$ cat src/rtl/mul_share_arb_pkg.sv
// Shared types for the multiplier-sharing arbiter: op flags, requester ids
// and the in-flight tag carried through the tag FIFO.
package mul_share_arb_pkg;

  // Bit positions of the flag nibble {signed, mul64, hi, short}.
  localparam int MUL_FLAG_SIGNED = 3;
  localparam int MUL_FLAG_MUL64  = 2;
  localparam int MUL_FLAG_HI     = 1;
  localparam int MUL_FLAG_SHORT  = 0;

  typedef struct packed {
    logic is_signed;
    logic mul64;
    logic hi;
    logic is_short;
  } mul_flags_t;

  // REQ_EX is the integer EX pipe, REQ_AUX the address-gen / CSR helper.
  typedef enum logic {
    REQ_EX  = 1'b0,
    REQ_AUX = 1'b1
  } req_id_t;

  typedef struct packed {
    req_id_t id;
    logic    killed;
  } tag_entry_t;

endpackage

$ cat src/rtl/mul_tag_fifo.sv
// In-order tag FIFO recording the owner of every op in flight in the
// multiplier, with a broadcast kill that marks all of one owner's tags.
module mul_tag_fifo
  import mul_share_arb_pkg::*;
#(
  parameter int DEPTH = 2
) (
  input  logic                         clk,
  input  logic                         rstn,
  input  logic                         push,
  input  req_id_t                      push_id,
  input  logic                         pop,
  input  logic [1:0]                   kill,
  output logic [$clog2(DEPTH+1)-1:0]   count,
  output tag_entry_t                   head
);

  localparam int CNT_W = $clog2(DEPTH + 1);
  localparam int PTR_W = (DEPTH > 1) ? $clog2(DEPTH) : 1;
  localparam logic [CNT_W-1:0] FULL = CNT_W'(DEPTH);
  localparam logic [PTR_W-1:0] LAST = PTR_W'(DEPTH - 1);

  tag_entry_t       entries [DEPTH];
  logic [PTR_W-1:0] wr_ptr;
  logic [PTR_W-1:0] rd_ptr;
  logic             do_push;
  logic             do_pop;

  function automatic logic [PTR_W-1:0] bump(input logic [PTR_W-1:0] p);
    return (p == LAST) ? '0 : p + 1'b1;
  endfunction

  assign do_push = push && (count != FULL);
  assign do_pop  = pop && (count != '0);
  assign head    = entries[rd_ptr];

  // NOTE: sequential state uses <= so every flop samples pre-edge values.
  always_ff @(posedge clk) begin
    if (!rstn) begin
      wr_ptr <= '0;
      rd_ptr <= '0;
      count  <= '0;
    end else begin
      if (do_push) wr_ptr <= bump(wr_ptr);
      if (do_pop)  rd_ptr <= bump(rd_ptr);
      case ({do_push, do_pop})
        2'b10:   count <= count + 1'b1;
        2'b01:   count <= count - 1'b1;
        default: count <= count;
      endcase
    end
  end

  // NOTE: tag storage is not reset; count gates every read of head, and a
  // push always rewrites both fields, so stale or killed-while-empty slots
  // are harmless.
  always_ff @(posedge clk) begin
    for (int i = 0; i < DEPTH; i++) begin
      if (kill[entries[i].id]) entries[i].killed <= 1'b1;
    end
    if (do_push) entries[wr_ptr] <= '{id: push_id, killed: 1'b0};
  end

endmodule

$ cat src/rtl/mul_share_arb.sv
// Round-robin arbiter sharing one iterative multiplier between the EX pipe
// (req0) and the auxiliary unit (req1); results are routed back by tag.
module mul_share_arb
  import mul_share_arb_pkg::*;
#(
  parameter int DEPTH = 2,
  parameter int W     = 64
) (
  input  logic         clk,
  input  logic         rstn,

  input  logic         req0_valid,
  output logic         req0_ready,
  input  logic [W-1:0] req0_opa,
  input  logic [W-1:0] req0_opb,
  input  logic [3:0]   req0_flags,
  input  logic         kill0,

  input  logic         req1_valid,
  output logic         req1_ready,
  input  logic [W-1:0] req1_opa,
  input  logic [W-1:0] req1_opb,
  input  logic [3:0]   req1_flags,
  input  logic         kill1,

  output logic         rsp0_valid,
  input  logic         rsp0_ready,
  output logic         rsp1_valid,
  input  logic         rsp1_ready,
  output logic [W-1:0] rsp_res,

  output logic         m_valid,
  input  logic         m_allowin,
  output logic [W-1:0] m_opa,
  output logic [W-1:0] m_opb,
  output logic [3:0]   m_flags,

  input  logic         m_res_valid,
  output logic         m_res_ready,
  input  logic [W-1:0] m_res,

  output logic         busy
);

  localparam int CNT_W = $clog2(DEPTH + 1);
  localparam logic [CNT_W-1:0] FULL = CNT_W'(DEPTH);

  logic [CNT_W-1:0] count;
  tag_entry_t       head;
  req_id_t          rr_last;
  req_id_t          push_id;
  mul_flags_t       sel_flags;
  logic             can_issue;
  logic             act0;
  logic             act1;
  logic             grant0;
  logic             grant1;
  logic             has_head;
  logic             pop;

  // A slot freed by this cycle's pop is not reusable until the next cycle.
  assign can_issue = rstn && m_allowin && (count < FULL);

  // A killed requester neither wins a grant nor blocks the other one.
  assign act0 = req0_valid && !kill0;
  assign act1 = req1_valid && !kill1;

  assign req0_ready = can_issue && !kill0 && (!act1 || rr_last != REQ_EX);
  assign req1_ready = can_issue && !kill1 && (!act0 || rr_last != REQ_AUX);

  assign grant0  = req0_valid && req0_ready;
  assign grant1  = req1_valid && req1_ready;
  assign m_valid = grant0 || grant1;

  // NOTE: every signal driven here gets a default first, so no latch forms.
  always_comb begin
    push_id   = REQ_EX;
    m_opa     = req0_opa;
    m_opb     = req0_opb;
    sel_flags = mul_flags_t'(req0_flags);
    if (grant1) begin
      push_id   = REQ_AUX;
      m_opa     = req1_opa;
      m_opb     = req1_opb;
      sel_flags = mul_flags_t'(req1_flags);
    end
  end

  assign m_flags = sel_flags;

  assign has_head   = (count != '0);
  assign busy       = has_head;
  assign rsp_res    = m_res;
  assign rsp0_valid = rstn && m_res_valid && has_head && !head.killed && (head.id == REQ_EX);
  assign rsp1_valid = rstn && m_res_valid && has_head && !head.killed && (head.id == REQ_AUX);

  // Killed tags and orphan results are drained unconditionally.
  always_comb begin
    m_res_ready = 1'b0;
    if (rstn) begin
      if (!has_head || head.killed) m_res_ready = 1'b1;
      else if (head.id == REQ_AUX)  m_res_ready = rsp1_ready;
      else                          m_res_ready = rsp0_ready;
    end
  end

  assign pop = m_res_valid && m_res_ready && has_head;

  always_ff @(posedge clk) begin
    if (!rstn)        rr_last <= REQ_AUX;
    else if (m_valid) rr_last <= push_id;
  end

  mul_tag_fifo #(
    .DEPTH (DEPTH)
  ) u_tag_fifo (
    .clk     (clk),
    .rstn    (rstn),
    .push    (m_valid),
    .push_id (push_id),
    .pop     (pop),
    .kill    ({kill1, kill0}),
    .count   (count),
    .head    (head)
  );

  // A result with nothing in flight means the multiplier broke ordering.
  no_orphan_result: assert property (@(posedge clk) disable iff (!rstn)
    !(m_res_valid && !has_head));

endmodule

$ cat config.mk
export PLATFORM = sky130hd
export DESIGN_NAME = mul_share_arb
export DESIGN_NICKNAME = d
export VERILOG_FILES = /design/src/rtl/mul_share_arb_pkg.sv /design/src/rtl/mul_tag_fifo.sv /design/src/rtl/mul_share_arb.sv
export SDC_FILE = /design/constraint.sdc
export NUM_CORES = 1
export LEC_CHECK = 0
export CAP_MARGIN = 20
export CORE_AREA = 2 2 213 215
export DETAILED_ROUTE_END_ITERATION = 16
export DIE_AREA = 0 0 215 217
export PLACE_DENSITY = 0.39
export SLEW_MARGIN = 20
export SYNTH_ARGS = -nofsm -noshare
export SYNTH_HDL_FRONTEND = slang
export SYNTH_SLANG_ARGS = --single-unit
$ cat constraint.sdc
create_clock -name clk -period 2.41 [get_ports clk]
set_clock_uncertainty 0.2 [all_clocks]
set_input_delay 0.482 -clock clk [delete_from_list [all_inputs] [get_ports clk]]
set_output_delay 0.482 -clock clk [all_outputs]
set_load 0.02 [all_outputs]
==> flow_metrics.py <==
metrics = {
    "power": {
        "power.switching_w": 0.000544,
        "p_leak_nw": 3.11,
        "power.density_cell_area_nw_per_um2": 225,
        "seq_power_share_pct": 10.9,
        "p_sw_share_pct": 31.6,
        "ir_worst_vdd_mv": 0.174,
        "total_power_w": 0.00172,
        "p_int_w": 0.00118,
        "power.combinational.fraction_pct": 72.0,
        "share_clk_of_total_power_pct": 17.1,
    },
    "hold_path": {
        "hold_path.startpoint": "u_tag_fifo.rd_ptr",
        "count_of_cells_along_the_worst_hold_path": 2,
        "hp-class": "flop to flop",
    },
    "drt": {
        "detail-route-antenna-nets": 0,
        "drt_wl_total_microns": 16600,
        "post_drt_via_cell_ratio": 2.89,
        "route.detailed.wl_per_inst_microns": 13.0,
        "drt_pre_antenna_iters": 4,
        "drt_first_iter_violations": 54,
        "drc": 0,
        "vias_after_detailed_routing": 3681,
    },
    "placed_design": {
        "gp_congestion": 0.778,
        "dp.final_hpwl_microns": 14000,
        "dpl.cell_count": 1243,
        "placed_area_sq_um": 7300,
        "port-buffer-count": 412,
    },
    "final_layout": {
        "final_cell_count_no_fill": 1275,
        "final_layout_size_suffix_gt1_share_pct": 42.1,
        "design.final.nets": 1014,
        "area.growth.synth_to_final_pct": 184,
        "finish.instance_area_sq_um": 7660,
        "fin_util_pct": 17.1,
    },
    "cts": {
        "clk_pin_slew_ps": 40,
        "clock_tree_from_tritoncts": "yes",
        "cts-root-to-sink-buffers": 2,
        "clock_insertion_delay_worst_skew_ps": 230,
        "cts-buffers-inserted": 3,
        "cts-htree-levels": 1,
        "root_buffer": "sky130_fd_sc_hd__clkbuf_16",
        "clkSinkCount": 10,
    },
    "sta": {
        "worst_slew_margin_rel_pct": 82.1,
        "hold_viol": 0,
        "finalCriticalPeriod_ps": 2760,
        "timing.final.setup_violations": 132,
        "timing.final.crit_share_pct": 114,
        "timing_max_transition_violations_final": 0,
        "unrepaired_setup_endpoints_after_global_routing": "yes",
        "tightest_slew_ps": 266,
        "postLayoutSetupSlackWorst_ps": -349,
        "fmaxAchievable_mhz": 362,
        "fin_tns_setup_ps": -25670,
    },
    "yosys": {
        "synth-async-reset-ratio_pct": 0,
        "post-synth-top-area-cell": "sky130_fd_sc_hd__mux2_1",
        "ys_seq_elements": 10,
        "ys_top_cells_by_count": "sky130_fd_sc_hd__buf_4, sky130_fd_sc_hd__mux2_1, sky130_fd_sc_hd__mux2_2",
        "synth_top_cell_area_share_pct": 28.8,
        "synth.area.top_cells": "sky130_fd_sc_hd__mux2_1, sky130_fd_sc_hd__mux2_2, sky130_fd_sc_hd__buf_4, sky130_fd_sc_hd__dfxtp_1, sky130_fd_sc_hd__buf_8",
        "synthesized_area_per_cell_sq_um": 9.97,
        "netlist_instances": 271,
        "yosys.cell_count.top_type": "sky130_fd_sc_hd__buf_4",
        "yosysSeqAreaShare_pct": 8.15,
        "netlist_area_sq_um": 2700,
        "synth_top_flop_cell": "sky130_fd_sc_hd__dfxtp_1",
        "mappedNetlistNets": 610,
        "ys_warn_count": 0,
        "unique_cell_type_count_in_the_yosys_netlist": 29,
        "count_of_flip_flops_with_a_built_in_enable_after_synthesis": 2,
    },
    "floorplan": {
        "floorplan.initialDensity_pct": 6.04,
        "die-height_microns": 217,
        "num_rows": 78,
        "floorplan.die.width_microns": 215,
        "floorplan.core_area_sq_um": 44700,
        "floorplan.io_pins": 541,
        "die_area_sq_um": 46700,
    },
    "critical_path": {
        "worst_path_max_delay_cell": "sky130_fd_sc_hd__dfxtp_4",
        "critical_path.n_buffers_inverters": 3,
        "setup.worst_path.end_class": "output pin",
        "worst_r2r_endpoint": "u_tag_fifo.count[1]",
        "rr_worst_depth": 10,
        "worstSetupStartpointType": "flop",
        "criticalPathCategory": "flop to output pin",
        "crit_path_cell_trace": "nand3b_4 -> o21bai_4 -> nor2_8 -> buf_12 -> buf_4 -> mux2_2 -> dlygate4sd2_1",
        "critPathArrivalTime_ps": 2080,
        "critical_path.max_fanout": 13,
        "critical_path.startpoint": "u_tag_fifo.count[1]",
        "max_stage_delay_ps": 350,
        "ff2ff_setup_slack_ps": 220,
        "critical_path.top_delay_family": "buffers and inverters",
        "required_time_of_the_critical_path_ps": 1730,
        "timing.rr.start": "u_tag_fifo.count[1]",
    },
    "grt": {
        "grt_first_pass_wirelength_microns": 23600,
        "gr_usage_total_pct": 6.49,
        "first_global_vias": 4009,
        "grt_overflow_total": 0,
        "antenna_found_initial": 1,
        "grt_start_max_net_pins": 21,
    },
    "run_status": {
        "outcome": "finished, violations left",
        "violated_checks": "negative setup slack",
    },
    "run": {
        "cap_violations": 0,
    },
}
## layout by cell type (no fill, tap or decap), drive strengths merged, types with 3 or more instances in the layout
cell type      instances
clkdlybuf4s50        269
buf                  182
mux2                 133
clkbuf                18
nor2                   9
dfxtp                  8
dlygate4sd2            7
mux2i                  5
nand3                  4
clkdlybuf4s15          4
nand2b                 4
inv                    3
nor2b                  3
a21oi                  3
## sequential cells by signal (all words and copies together), names as in the netlist, named ones only
name and flops:
u_tag_fifo.rd_ptr 1, rr_last 1, u_tag_fifo.wr_ptr 1, u_tag_fifo.count 2, u_tag_fifo.entries 4
## layout make-up
class	instances	area, sq um
Multi-Input combinational cell	180	2050
Antenna cell	1	2.50
Sequential cell	10	224
Fill cell	5104	37000
Clock inverter	1	3.75
Timing Repair Buffer	477	4540
Inverter	3	11.3
Tap cell	600	751
Clock buffer	3	75.1
## power groups by stage
stage,combinational [W],clock (W),sequential (W)
after CTS,0.00122,0.000299,0.000188
after global placement,0.00123,0,0.000191
after detailed placement,0.00122,0,0.000191
after floorplan,0.000564,0,0.000190
final,0.00124,0.000294,0.000187
after global routing,0.00132,0.000312,0.000189
## cell families after synthesis
family	Yosys count	share of synthesized area, %
muxes	138	57.3
xor gates and xnor gates	3	0.973
DFF	10	8.15
and+or+nand+nor	27	5.79
adders and majority gates	1	0.463
buffers and inverters	81	24.3
AOI/OAI and AO/OA	11	3.01
## per-stage QoR
step | setup WS, ps | hold slack, ps
floorplan | 92.0 | 246
global placement | -1050 | 264
detailed placement | -1040 | 264
CTS | -395 | 276
global route | -443 | 305
finish | -349 | 277
## tightest hold or removal path, stage by stage, from the launching register on
cell                      delay [ps]
sky130_fd_sc_hd__dfxtp_1         300
sky130_fd_sc_hd__nand2_1          70
sky130_fd_sc_hd__mux2i_1          60
## layer usage
metal	global-route usage (%)	routed length [microns]	vias to the layer above	share of wire (%)
li1	-	-	1705	-
met1	7.04	6280	1645	38
met2	11.6	7880	319	48
met3	3.02	2160	12	13
met4	1.24	252	0	1.5
met5	0	0	-	0
## what timing repair did
| item | 4_1_cts | 5_1_grt |
|---|---|---|
| cloned | 3 | 0 |
| hold buffers | 0 | 0 |
| setup endpoints to repair | 140 | 133 |
| resized for setup | 566 | 164 |
| setup buffers | 22 | 9 |
## worst max path at each step
| stage | end | depth (start not counted) |
|---|---|---|
| after floorplan | m_opb[36] | 6 |
| after global placement | m_opa[48] | 8 |
| after detailed placement | m_opa[48] | 8 |
| after CTS | m_flags[1] | 9 |
| after global routing | m_flags[0] | 7 |
| final | m_flags[0] | 7 |
No activity file was read; power rests on OpenSTA's default activity.
